File: src/rtl/wb_team_interconnect.sv
// Registered Wishbone interconnect: decodes the management-core address into one
// user-area slave strobe and guarantees every accepted transfer terminates.
module wb_team_interconnect #(
  parameter int          NUM_TEAMS      = 12,
  parameter logic [7:0]  BASE_HI        = 8'h30,
  parameter int          TIMEOUT_CYCLES = 255,
  parameter logic [31:0] ERR_DATA       = 32'hBADB_0DE5
) (
  input  logic                      wb_clk_i,
  input  logic                      wb_rst_i,
  input  logic                      wbs_cyc_i,
  input  logic                      wbs_stb_i,
  input  logic [31:0]               wbs_adr_i,
  output logic                      wbs_ack_o,
  output logic [31:0]               wbs_dat_o,
  output logic [31:0]               adr_truncated,
  output logic                      gpio_control_stb,
  output logic                      la_control_stb,
  output logic [NUM_TEAMS-1:0]      designs_stb,
  input  logic                      gpio_control_ack_o,
  input  logic                      la_control_ack_o,
  input  logic [NUM_TEAMS-1:0]      designs_ack_o,
  input  logic [31:0]               gpio_control_dat_o,
  input  logic [31:0]               la_control_dat_o,
  input  logic [32*NUM_TEAMS-1:0]   designs_wbs_dat_o_flat,
  output logic                      err_pulse,
  output logic [7:0]                timeout_count
);

  typedef enum logic [1:0] {IDLE, BUSY, RESP} state_e;

  localparam logic [15:0] TIMER_LAST = 16'(TIMEOUT_CYCLES - 1);

  state_e      state_q, state_d;
  logic [7:0]  slot_q, slot_d;
  logic [15:0] adr_q, adr_d;
  logic [15:0] timer_q, timer_d;
  logic [31:0] dat_q, dat_d;
  logic        err_q, err_d;
  logic [7:0]  tcnt_q, tcnt_d;

  logic        req_mapped;
  logic        sel_ack;
  logic [31:0] sel_dat;

  assign req_mapped = (wbs_adr_i[31:24] == BASE_HI) &&
                      (int'(wbs_adr_i[23:16]) <= NUM_TEAMS + 1);

  // NOTE: every signal written in a combinational block gets a default first,
  // otherwise paths that skip an assignment infer a latch.
  always_comb begin
    sel_ack = 1'b0;
    sel_dat = '0;
    if (slot_q == 8'd0) begin
      sel_ack = gpio_control_ack_o;
      sel_dat = gpio_control_dat_o;
    end else if (slot_q == 8'd1) begin
      sel_ack = la_control_ack_o;
      sel_dat = la_control_dat_o;
    end
    for (int k = 0; k < NUM_TEAMS; k++) begin
      if (slot_q == 8'(k + 2)) begin
        sel_ack = designs_ack_o[k];
        sel_dat = designs_wbs_dat_o_flat[32*k +: 32];
      end
    end
  end

  always_comb begin
    state_d = state_q;
    slot_d  = slot_q;
    adr_d   = adr_q;
    timer_d = timer_q;
    dat_d   = dat_q;
    err_d   = err_q;
    tcnt_d  = tcnt_q;
    case (state_q)
      IDLE: begin
        if (wbs_cyc_i && wbs_stb_i) begin
          slot_d  = wbs_adr_i[23:16];
          adr_d   = wbs_adr_i[15:0];
          timer_d = '0;
          if (req_mapped) begin
            state_d = BUSY;
            err_d   = 1'b0;
          end else begin
            state_d = RESP;
            dat_d   = ERR_DATA;
            err_d   = 1'b1;
          end
        end
      end
      BUSY: begin
        timer_d = timer_q + 16'd1;
        // Abort outranks a coincident ack: the master has already left the cycle.
        if (!wbs_cyc_i) begin
          state_d = IDLE;
        end else if (sel_ack) begin
          state_d = RESP;
          dat_d   = sel_dat;
          err_d   = 1'b0;
        end else if (timer_q == TIMER_LAST) begin
          state_d = RESP;
          dat_d   = ERR_DATA;
          err_d   = 1'b1;
          if (tcnt_q != 8'hFF) tcnt_d = tcnt_q + 8'd1;
        end
      end
      RESP:    state_d = IDLE;
      default: state_d = IDLE;
    endcase
  end

  // NOTE: sequential state uses non-blocking assignments so every flop samples
  // the pre-edge value of every other flop.
  always_ff @(posedge wb_clk_i or negedge wb_rst_i) begin
    if (!wb_rst_i) begin
      state_q <= IDLE;
      slot_q  <= '0;
      adr_q   <= '0;
      timer_q <= '0;
      dat_q   <= '0;
      err_q   <= 1'b0;
      tcnt_q  <= '0;
    end else begin
      state_q <= state_d;
      slot_q  <= slot_d;
      adr_q   <= adr_d;
      timer_q <= timer_d;
      dat_q   <= dat_d;
      err_q   <= err_d;
      tcnt_q  <= tcnt_d;
    end
  end

  // Strobes derive only from registered state, so slaves see no input glitches.
  always_comb begin
    designs_stb = '0;
    for (int k = 0; k < NUM_TEAMS; k++) begin
      designs_stb[k] = (state_q == BUSY) && (slot_q == 8'(k + 2));
    end
  end

  assign gpio_control_stb = (state_q == BUSY) && (slot_q == 8'd0);
  assign la_control_stb   = (state_q == BUSY) && (slot_q == 8'd1);
  assign wbs_ack_o        = (state_q == RESP);
  assign err_pulse        = (state_q == RESP) && err_q;
  assign wbs_dat_o        = dat_q;
  assign adr_truncated    = {16'h0, adr_q};
  assign timeout_count    = tcnt_q;

endmodule
File: config.mk
export PLATFORM = sky130hd
export DESIGN_NAME = wb_team_interconnect
export DESIGN_NICKNAME = d
export VERILOG_FILES = /design/src/rtl/wb_team_interconnect.sv
export SDC_FILE = /design/constraint.sdc
export NUM_CORES = 1
export LEC_CHECK = 0
export ABC_AREA = 1
export BUFFER_PORTS_ARGS = -buffer_cell sky130_fd_sc_hd__buf_2
export CAP_MARGIN = 10
export CORE_AREA = 3 3 227 229
export DETAILED_ROUTE_END_ITERATION = 10
export DIE_AREA = 0 0 230 232
export PLACE_DENSITY = 0.41
export SYNTH_ARGS = -nofsm -noshare
export SYNTH_HDL_FRONTEND = slang
export SYNTH_SLANG_ARGS = --single-unit
export TNS_END_PERCENT = 5
File: constraint.sdc
create_clock -name wb_clk_i -period 2.4 [get_ports wb_clk_i]
set_input_delay 0.12 -clock wb_clk_i [delete_from_list [all_inputs] [get_ports wb_clk_i]]
set_output_delay 0.12 -clock wb_clk_i [all_outputs]
set_load 0.03 [all_outputs]
==> results of run 1 <==
Yosys cell counts, types with 2 or more instances:
| master | n | share of area (%) |
|---|---|---|
| nor3_2 | 2 | 0.25 |
| dfrtp_1 | 83 | 26 |
| nor3_1 | 14 | 0.88 |
| buf_2 | 17 | 1.1 |
| ha_1 | 3 | 0.47 |
| o22ai_1 | 3 | 0.23 |
| inv_2 | 7 | 0.33 |
| nand3_2 | 2 | 0.25 |
| nor2_2 | 4 | 0.31 |
| buf_1 | 3 | 0.14 |
| a21oi_1 | 31 | 1.9 |
| nor4_1 | 5 | 0.39 |
| nand2_1 | 540 | 25 |
| nand2_2 | 5 | 0.39 |
| nor2_1 | 253 | 12 |
| or4_1 | 2 | 0.19 |
| nand4_1 | 76 | 5.9 |
| xnor2_1 | 3 | 0.33 |
| buf_6 | 4 | 0.56 |
| o21ai_0 | 34 | 2.1 |
| inv_1 | 167 | 7.8 |
| nand3_1 | 104 | 6.5 |
| or2_2 | 22 | 1.7 |
| and3_1 | 2 | 0.16 |
| o21ai_1 | 2 | 0.13 |
| clkbuf_1 | 37 | 1.7 |
| buf_4 | 19 | 1.8 |
final timing paths:
kind                            endpoint  slack (ps)          start  cells past startpoint
setup / recovery            wbs_dat_o[5]        -240      slot_q[6]                     17
hold / removal                 slot_q[1]          30  wbs_adr_i[17]                      3
setup reg to reg            wbs_dat_o[5]        -240      slot_q[6]                     17
hold reg to reg                 adr_q[0]         470       adr_q[0]                      2
max in group asynchronous  wbs_dat_o[12]        1470       wb_rst_i                      3
min in group asynchronous      adr_q[12]         250       wb_rst_i                      2
stage by stage:
stage	hold slack, ps	util [%]	setup TNS, ps
floorplan	-176	-	0
global placement	97.4	25.3	-9400
detailed placement	100	25.3	-9100
CTS	9.91	26.9	-8800
global route	34.8	27.9	-11680
finish	27.3	27.9	-5710
state kept, by name (all words and copies together), names as in the netlist:
signal	count
wbs_dat_o	32
timeout_count	8
state_q	2
timer_q	16
adr_q	16
err_q	1
slot_q	8
critical path: cells and delay by family (launching register included):
family,cells,cell delay (ps)
buffers and inverters,3,420
AND/OR/NAND/NOR,13,1640
AO/OA/AOI/OAI,1,70
flip-flops,1,380
routing by layer:
layer  track usage (%)  wire length (µm)
met5                 0                51
met4              5.26              1420
met3              3.13              3310
met2              36.8             28900
met1              26.6             25200
what timing repair did:
action,CTS,global route
pin swaps,23,54
setup buffers,10,14
endpoints found under the hold margin,50,0
gates cloned,2,5
hold buffers,23,0
resized for setup,48,71
setup endpoints to repair,44,45
cell type report:
cell class | instances | area share, %
timing repair buffer | 752 | 34.5
clock inverter | 7 | 0.549
antenna | 6 | 0.108
multi-input combinational | 1130 | 37.3
sequential | 83 | 14.9
inverter | 176 | 4.94
clock buffer | 9 | 1.62
tap | 672 | 6.05
power breakdown:
part	internal [mW]	leakage, nW	switching (mW)
clock	0.740	0.148	0.714
combinational	2.24	6.42	3.74
sequential	1.76	1.06	0.218
cell families after synthesis:
kind of cell               share of synthesized area [%]
AOI/OAI and AO/OA                                   4.73
adders and majority gates                          0.470
other                                             0.0469
xor gates and xnor gates                           0.438
buffers and inverters                               13.6
muxes                                              0.266
DFF                                                 26.0
and+or+nand+nor                                     54.5
==> impl_metrics.json, run 1 <==
{
  "grt_overflow": 0,
  "grt_max_degree": 56,
  "fp-row-count": 82,
  "fp.dieH_um": 232,
  "avgRoutedWirePerCell_um": 20.8,
  "outcome": "finished with violations",
  "cts_buffer_depth": 2,
  "clk_latency_ps": 360,
  "critPathMostFrequentCell": "nor2_2",
  "worst_pin_slew_ps": 562,
  "gp_congestion": 0.982,
  "synth_ff_type": "dfrtp_1",
  "ys_ff_latch": 83,
  "die_area_mm2": 0.0534,
  "regArea_mm2": 0.00208,
  "worstPathRequired_ps": 2650,
  "hold_violations": 0,
  "power_density_mw_per_mm2": 677,
  "rsz0062_at_grt": "yes",
  "design_area_mm2": 0.0139,
  "worstSetupPathType": "reg2reg",
  "place_area_mm2": 0.0126,
  "grt_first_pass_wirelength_mm": 81.6,
  "drive_gt1_share_pct": 39.7,
  "ys_seq_area_share_pct": 26.0,
  "fin_total_pwr_mw": 9.42,
  "timing.final.crit_period_ps": 2640,
  "cts_buffers": 9,
  "core_area_mm2": 0.0499,
  "pre_cts_slack_ps": -447,
  "synth-edff-count": 0,
  "postSynthCellCount": 1454,
  "grt_util_all_layers_pct": 20.9,
  "fp.dieW_um": 230,
  "dp_cells": 2763,
  "area_delta_synth_final_pct": 74.0,
  "maxSlewViolCount": 0,
  "cts_tree": "done",
  "cp-start-kind": "flop",
  "finClkSkew_ps": 21.6,
  "drtIter0Drc": 660,
  "netlist_area_mm2": 0.00799,
  "cts.clk_slew.worst_paths_ps": 80,
  "io_pins": 586,
  "routed_wl_mm": 58.9,
  "via_per_inst": 4.24,
  "p_leak_nw": 7.63,
  "cap_viol_max_count": 0,
  "ys_types": 37,
  "initial_utilization_pct": 16.0,
  "antenna_found_initial": 15,
  "synth_async_sr_flop_share_pct": 100,
  "path_max_fanout": 8,
  "final_cell_mix": "567 x buf_2, 525 x nand2_1, 218 x nor2_1",
  "crit_arrival_ps": 2880,
  "cts_root_buffer": "clkbuf_16",
  "cp_slowest_cell": "dfrtp_1",
  "instances_no_fill": 2835,
  "nets": 2653,
  "h-tree-depth": 3,
  "grt_pass1_vias": 12100,
  "clock-sinks": 83,
  "slowest_delay_ps": 380,
  "synth_warnings": 0,
  "ant_nets": 0,
  "end_kind": "flop",
  "fmax_ghz": 0.379,
  "vias": 12000,
  "drc": 0,
  "min_path_type": "in2reg",
  "io_buffers": 569,
  "final_common_cell": "buf_2",
  "violations": "negative setup slack",
  "dr.pass1.iters": 6,
  "layout_setup_ws_ps": -236,
  "peakVddDrop_v": 0.000397,
  "setup-violations-final": 40,
  "period_share_pct": 110,
  "syn_area_per_cell_um2": 5.50,
  "multi_input_area_mm2": 0.00518,
  "dp_hpwl_mm": 49.0,
  "cp_cell_sequence": "nor2_2, nand2_2, clkinv_4, nand2_4, buf_8, buf_4, o21ai_0, nor2_1, nand4_1, nor2_2, nand4_1, nor2_2, nand3_2, nor2_1, nand2_1, nand3_1, nand2_1",
  "nFillCells": 5835,
  "worst_slew_margin_rel_pct": 62.5
}
(Power assumes the default switching activity.)
==> run 2, diff against run 1 <==
--- a/config.mk
+++ b/config.mk
@@ -8,10 +8,12 @@
 export ABC_AREA = 1
 export BUFFER_PORTS_ARGS = -buffer_cell sky130_fd_sc_hd__buf_2
 export CAP_MARGIN = 10
-export CORE_AREA = 3 3 227 229
+export CELL_PAD_IN_SITES_DETAIL_PLACEMENT = 1
+export CELL_PAD_IN_SITES_GLOBAL_PLACEMENT = 2
+export CORE_AREA = 3 3 228 230
 export DETAILED_ROUTE_END_ITERATION = 10
-export DIE_AREA = 0 0 230 232
-export PLACE_DENSITY = 0.41
+export DIE_AREA = 0 0 231 233
+export PLACE_DENSITY = 0.75
 export SYNTH_ARGS = -nofsm -noshare
 export SYNTH_HDL_FRONTEND = slang
 export SYNTH_SLANG_ARGS = --single-unit
==> run 2 against run 1 <==
Against the previous run: the run still ends with negative setup slack left; die area increased by 0.87%; total power decreased by 1.5%; flip-flop and latch count unchanged; largest power group unchanged.
==> impl_metrics.json, run 2 (synthesized netlist as in run 1, its figures left out) <==
{
  "finClkSkew_ps": 12.8,
  "nets": 2637,
  "dr.pass1.iters": 4,
  "outcome": "finished with violations",
  "cts_buffers": 9,
  "grt_util_all_layers_pct": 20.2,
  "cp_slowest_cell": "dfrtp_1",
  "clock-sinks": 83,
  "antenna_found_initial": 30,
  "instances_no_fill": 2834,
  "power_density_mw_per_mm2": 687,
  "drive_gt1_share_pct": 38.6,
  "crit_buf_inv": 4,
  "setup-violations-final": 34,
  "vias": 12100,
  "die_area_mm2": 0.0538,
  "clk_latency_ps": 350,
  "avgRoutedWirePerCell_um": 20.2,
  "fp.dieH_um": 233,
  "dp_hpwl_mm": 48.3,
  "place_area_mm2": 0.0124,
  "h-tree-depth": 3,
  "cp_cell_sequence": "inv_1, nand2_1, nor2_1, nand2_4, or2_0, nand2_1, nand4_1, nor2_2, buf_6, nand3_4, nand2_4, buf_12, buf_8, nand4_1, nand2_1, o21ai_2",
  "p_leak_nw": 7.41,
  "final_cell_mix": "567 x buf_2, 534 x nand2_1, 228 x nor2_1",
  "layout_setup_ws_ps": -83.9,
  "core_area_mm2": 0.0501,
  "cap_viol_max_count": 0,
  "cts_tree": "done",
  "fp.dieW_um": 231,
  "rsz0062_at_grt": "yes",
  "cts.clk_slew.worst_paths_ps": 60,
  "gp_congestion": 0.978,
  "cts_root_buffer": "clkbuf_16",
  "r2r_cells": 16,
  "fmax_ghz": 0.403,
  "cp-start-kind": "flop",
  "grt_first_pass_wirelength_mm": 80.3,
  "final_common_cell": "buf_2",
  "io_pins": 586,
  "peakVddDrop_v": 0.000503,
  "fp-row-count": 82,
  "hold_depth": 3,
  "via_per_inst": 4.26,
  "rr_endpoint": "timeout_count[5]",
  "grt_max_degree": 52,
  "worst_pin_slew_ps": 683,
  "min_path_type": "in2reg",
  "crit_start": "slot_q[0]",
  "drtIter0Drc": 489,
  "maxSlewViolCount": 0,
  "grt_overflow": 0,
  "critPathMostFrequentCell": "nand2_1",
  "finalSetupTns_ps": -1910,
  "io_buffers": 569,
  "worstHoldStart": "wbs_adr_i[11]",
  "finish.utilization_pct": 27.0,
  "area_delta_synth_final_pct": 68.9,
  "slowest_delay_ps": 430,
  "crit_arrival_ps": 2720,
  "path_max_fanout": 7,
  "dp_cells": 2752,
  "end_kind": "flop",
  "cts_buffer_depth": 2,
  "largest_reg_flops": 32,
  "design_area_mm2": 0.0135,
  "worst_slew_margin_rel_pct": 54.3,
  "fin_total_pwr_mw": 9.27,
  "period_share_pct": 103,
  "worstPathRequired_ps": 2630,
  "ant_nets": 0,
  "violations": "negative setup slack",
  "min_to": "adr_q[11]",
  "fin_hold_ws_ps": 19.3,
  "critical-path-top-delay-family": "simple AND/OR/NAND/NOR gates",
  "reg2reg_slack_ps": -80,
  "drc": 0,
  "hold_violations": 0,
  "pre_cts_slack_ps": -488,
  "grt_pass1_vias": 12600,
  "worstSetupPathType": "reg2reg",
  "timing.final.crit_period_ps": 2480,
  "initial_utilization_pct": 16.0,
  "regToRegStartpoint": "slot_q[0]",
  "routed_wl_mm": 57.4
}
## run 2: area by class of cell
type	instances	area [µm²]
Antenna cell	21	52.6
Clock buffer	14	274
Clock inverter	2	16.3
Fill cell	6610	36600
Inverter	176	669
Multi-Input combinational cell	1131	5110
Sequential cell	83	2080
Tap cell	672	841
Timing Repair Buffer	734	4440
Timing Repair inverter	1	7.51
## run 2: worst register-to-register path, cell delays in order, from the launching register on
cell	delay [ps]
dfrtp_1	430
inv_1	90
nand2_1	90
nor2_1	190
nand2_4	100
or2_0	210
nand2_1	70
nand4_1	100
nor2_2	160
buf_6	120
nand3_4	70
nand2_4	90
buf_12	140
buf_8	120
nand4_1	150
nand2_1	150
o21ai_2	70
## run 2: routing by layer
layer  up-vias  share of wire [%]  track usage [%]
met5         -               0.17                0
met2       407                 52             37.2
met4        14                3.0             7.75
met3        85                5.8             3.84
li1       5875                  -                -
met1      5680                 39             23.1
## run 2: power breakdown
group	switching [mW]	internal (mW)	total, mW
clock	0.614	0.793	1.41
sequential	0.281	1.77	2.05
combinational	3.57	2.25	5.82
## run 2: worst max path at each step
stage                        to  slack (ps)  cells after the start
4_1_cts           wbs_dat_o[10]        -150                     18
2_1_floorplan   designs_stb[10]         150                      4
5_1_grt        timeout_count[5]        -360                     19
3_5_place_dp       wbs_dat_o[1]        -490                     16
6_report       timeout_count[5]         -80                     16
3_3_place_gp      wbs_dat_o[26]        -290                     16
## run 2: repair_timing
action,CTS,global route
buffers inserted,9,15
endpoints found under the hold margin,47,0
resized for setup,39,45
hold buffers,16,0
pin swaps,5,23
gates cloned,2,3
endpoints found under the setup margin,44,44
==> run 3, diff against run 2 <==
--- a/config.mk
+++ b/config.mk
@@ -6,7 +6,7 @@
 export NUM_CORES = 1
 export LEC_CHECK = 0
 export ABC_AREA = 1
-export BUFFER_PORTS_ARGS = -buffer_cell sky130_fd_sc_hd__buf_2
+export BUFFER_PORTS_ARGS = -buffer_cell sky130_fd_sc_hd__buf_4
 export CAP_MARGIN = 10
 export CELL_PAD_IN_SITES_DETAIL_PLACEMENT = 1
 export CELL_PAD_IN_SITES_GLOBAL_PLACEMENT = 2
==> run 3 against run 2 <==
Against the previous run: the run still ends with negative setup slack left; clock-buffer cell count decreased by 4; core utilization increased by 2.9 points; combinational power increased by 6.7%; die area unchanged; routed wire length increased by 1.9%; first-iteration DRC count decreased by 1.0%; total power increased by 4.5%; setup slack got worse by 84 ps; critical endpoint is now wbs_dat_o[14]; via count decreased by 0.41%.
==> impl_metrics.json, run 3 (synthesized netlist as in run 1, its figures left out) <==
{
  "fp.dieH_um": 233,
  "power_density_mw_per_mm2": 649,
  "finClkSkew_ps": 11.1,
  "routed_wl_mm": 58.4,
  "layout_setup_ws_ps": -168,
  "multi_input_area_mm2": 0.00515,
  "design_area_mm2": 0.0149,
  "setup-violations-final": 41,
  "cts_root_buffer": "clkbuf_16",
  "io_pins": 586,
  "grt_pass1_vias": 12800,
  "ant_nets": 0,
  "p_sw_mw": 4.52,
  "nets": 2632,
  "crit_arrival_ps": 2810,
  "die_area_mm2": 0.0538,
  "clk_latency_ps": 350,
  "cts_tree": "done",
  "outcome": "finished with violations",
  "final_common_cell": "buf_4",
  "cp_cell_sequence": "inv_2, buf_4, nand2_4, nor2_2, buf_12, nand3_1, nand2_1, inv_1, nand4_1, nand2_1, nand4_1, nor2_2, nand3_4, nand2_8, buf_6, a21oi_4, buf_12, clkbuf_16, nand3_1, nand2_1",
  "hold_violations": 0,
  "pwr-share-seq_pct": 21.2,
  "antenna_found_initial": 7,
  "fp-row-count": 82,
  "worst_slew_margin_rel_pct": 36.4,
  "vias": 12000,
  "cp_slowest_cell": "dfrtp_1",
  "finish.utilization_pct": 29.8,
  "largest_reg_flops": 32,
  "fmax_ghz": 0.389,
  "worstPathRequired_ps": 2640,
  "dr.pass1.iters": 5,
  "period_share_pct": 107,
  "peakVddDrop_v": 0.000478,
  "area_delta_synth_final_pct": 86.8,
  "maxSlewViolCount": 0,
  "clock-sinks": 83,
  "grt_overflow": 0,
  "core_area_mm2": 0.0501,
  "grt_util_all_layers_pct": 20.8,
  "avgRoutedWirePerCell_um": 20.8,
  "via_per_inst": 4.27,
  "power.internal_mw": 5.17,
  "h-tree-depth": 3,
  "fp.dieW_um": 231,
  "rsz0062_at_grt": "yes",
  "timing.final.crit_period_ps": 2570,
  "regArea_mm2": 0.00208,
  "combPwrFrac_pct": 64.1,
  "critical-path-top-delay-family": "simple AND/OR/NAND/NOR gates",
  "drive_gt1_share_pct": 38.7,
  "p_clk_share_pct": 14.7,
  "nFillCells": 6491,
  "cp-start-kind": "flop",
  "worst_pin_slew_ps": 955,
  "cts_buffers": 9,
  "grt_max_degree": 68,
  "drtIter0Drc": 484,
  "end_kind": "flop",
  "finalSetupTns_ps": -5110,
  "cts_buffer_depth": 2,
  "gp_congestion": 0.981,
  "p_leak_nw": 7.86,
  "swShare_pct": 46.6,
  "initial_utilization_pct": 16.0,
  "final_cell_mix": "679 x buf_4, 531 x nand2_1, 232 x nor2_1",
  "worstSetupPathType": "reg2reg",
  "crit_buf_inv": 7,
  "critPathMostFrequentCell": "nand2_1",
  "cap_viol_max_count": 0,
  "slowest_delay_ps": 380,
  "min_path_type": "in2reg",
  "place_area_mm2": 0.0138,
  "drc": 0,
  "violations": "negative setup slack",
  "cts.clk_slew.worst_paths_ps": 70,
  "dp_hpwl_mm": 49.3,
  "path_max_fanout": 6,
  "io_buffers": 569,
  "grt_first_pass_wirelength_mm": 83.5
}
-- run 3: cell types whose count changed in the layout (fill, tap and decap cells not counted), sizes merged --
cell         change
a21oi            -1
clkinvlp         -1
clkbuf           -4
bufinv           +1
buf              -2
diode           -16
dlygate4sd3      -1
clkinv           +2
-- run 3: layout make-up --
cell class	instances	share of cell area (%)
Multi-Input combinational cell	1130	34.5
Inverter	176	4.53
Sequential cell	83	13.9
Antenna cell	5	0.0838
Timing Repair Buffer	731	39.4
Clock buffer	10	1.53
Clock inverter	5	0.369
Tap cell	672	5.63
-- run 3: power groups by stage --
stage,clock network [mW],registers (mW),logic [mW]
floorplan,0,2.55,2.09
global placement,0,2.03,5.60
detailed placement,0,2.04,5.67
CTS,1.48,2.06,6.12
global route,1.54,2.11,6.80
finish,1.42,2.06,6.21
-- run 3: through the flow --
step	hold WS, ps	total power, mW	setup slack [ps]	std cells
global placement	320	7.63	-542	2747
detailed placement	330	7.70	-552	2747
CTS	1.51	9.65	-239	2798
global route	6.14	10.4	-299	2812
finish	9.83	9.69	-168	2812
floorplan	-176	4.63	148	1469
-- run 3: path summary, 6_finish.rpt --
check / endpoint / slack (ps) / cells after the start / startpoint
max in group asynchronous: slot_q[0] / 1190 / 3 / wb_rst_i
min reg2reg: adr_q[13] / 480 / 2 / adr_q[13]
min: adr_q[14] / 10 / 3 / wbs_adr_i[14]
max: wbs_dat_o[14] / -170 / 20 / slot_q[3]
min in group asynchronous: adr_q[13] / 440 / 2 / wb_rst_i
max reg2reg: wbs_dat_o[14] / -170 / 20 / slot_q[3]
-- run 3: tightest hold or removal path: cells and delay by family --
family	cells	cell delay, ps
buffers and inverters	1	80
AND/OR/NAND/NOR	2	130
-- run 3: repair_timing --
action,CTS,global route
hold buffers,15,0
endpoints found under the hold margin,79,0
cloned,2,2
pin swaps,17,34
setup endpoints to repair,46,45
gates resized for setup,52,51
buffers inserted,20,8
-- run 3: routing by layer --
layer | track usage (%) | part of all wire [%] | vias up
met3 | 3.57 | 5.0 | 47
met2 | 39.3 | 53 | 373
li1 | - | - | 5837
met4 | 5.95 | 2.4 | 2
met5 | 0 | 0.022 | -
met1 | 23.9 | 40 | 5753
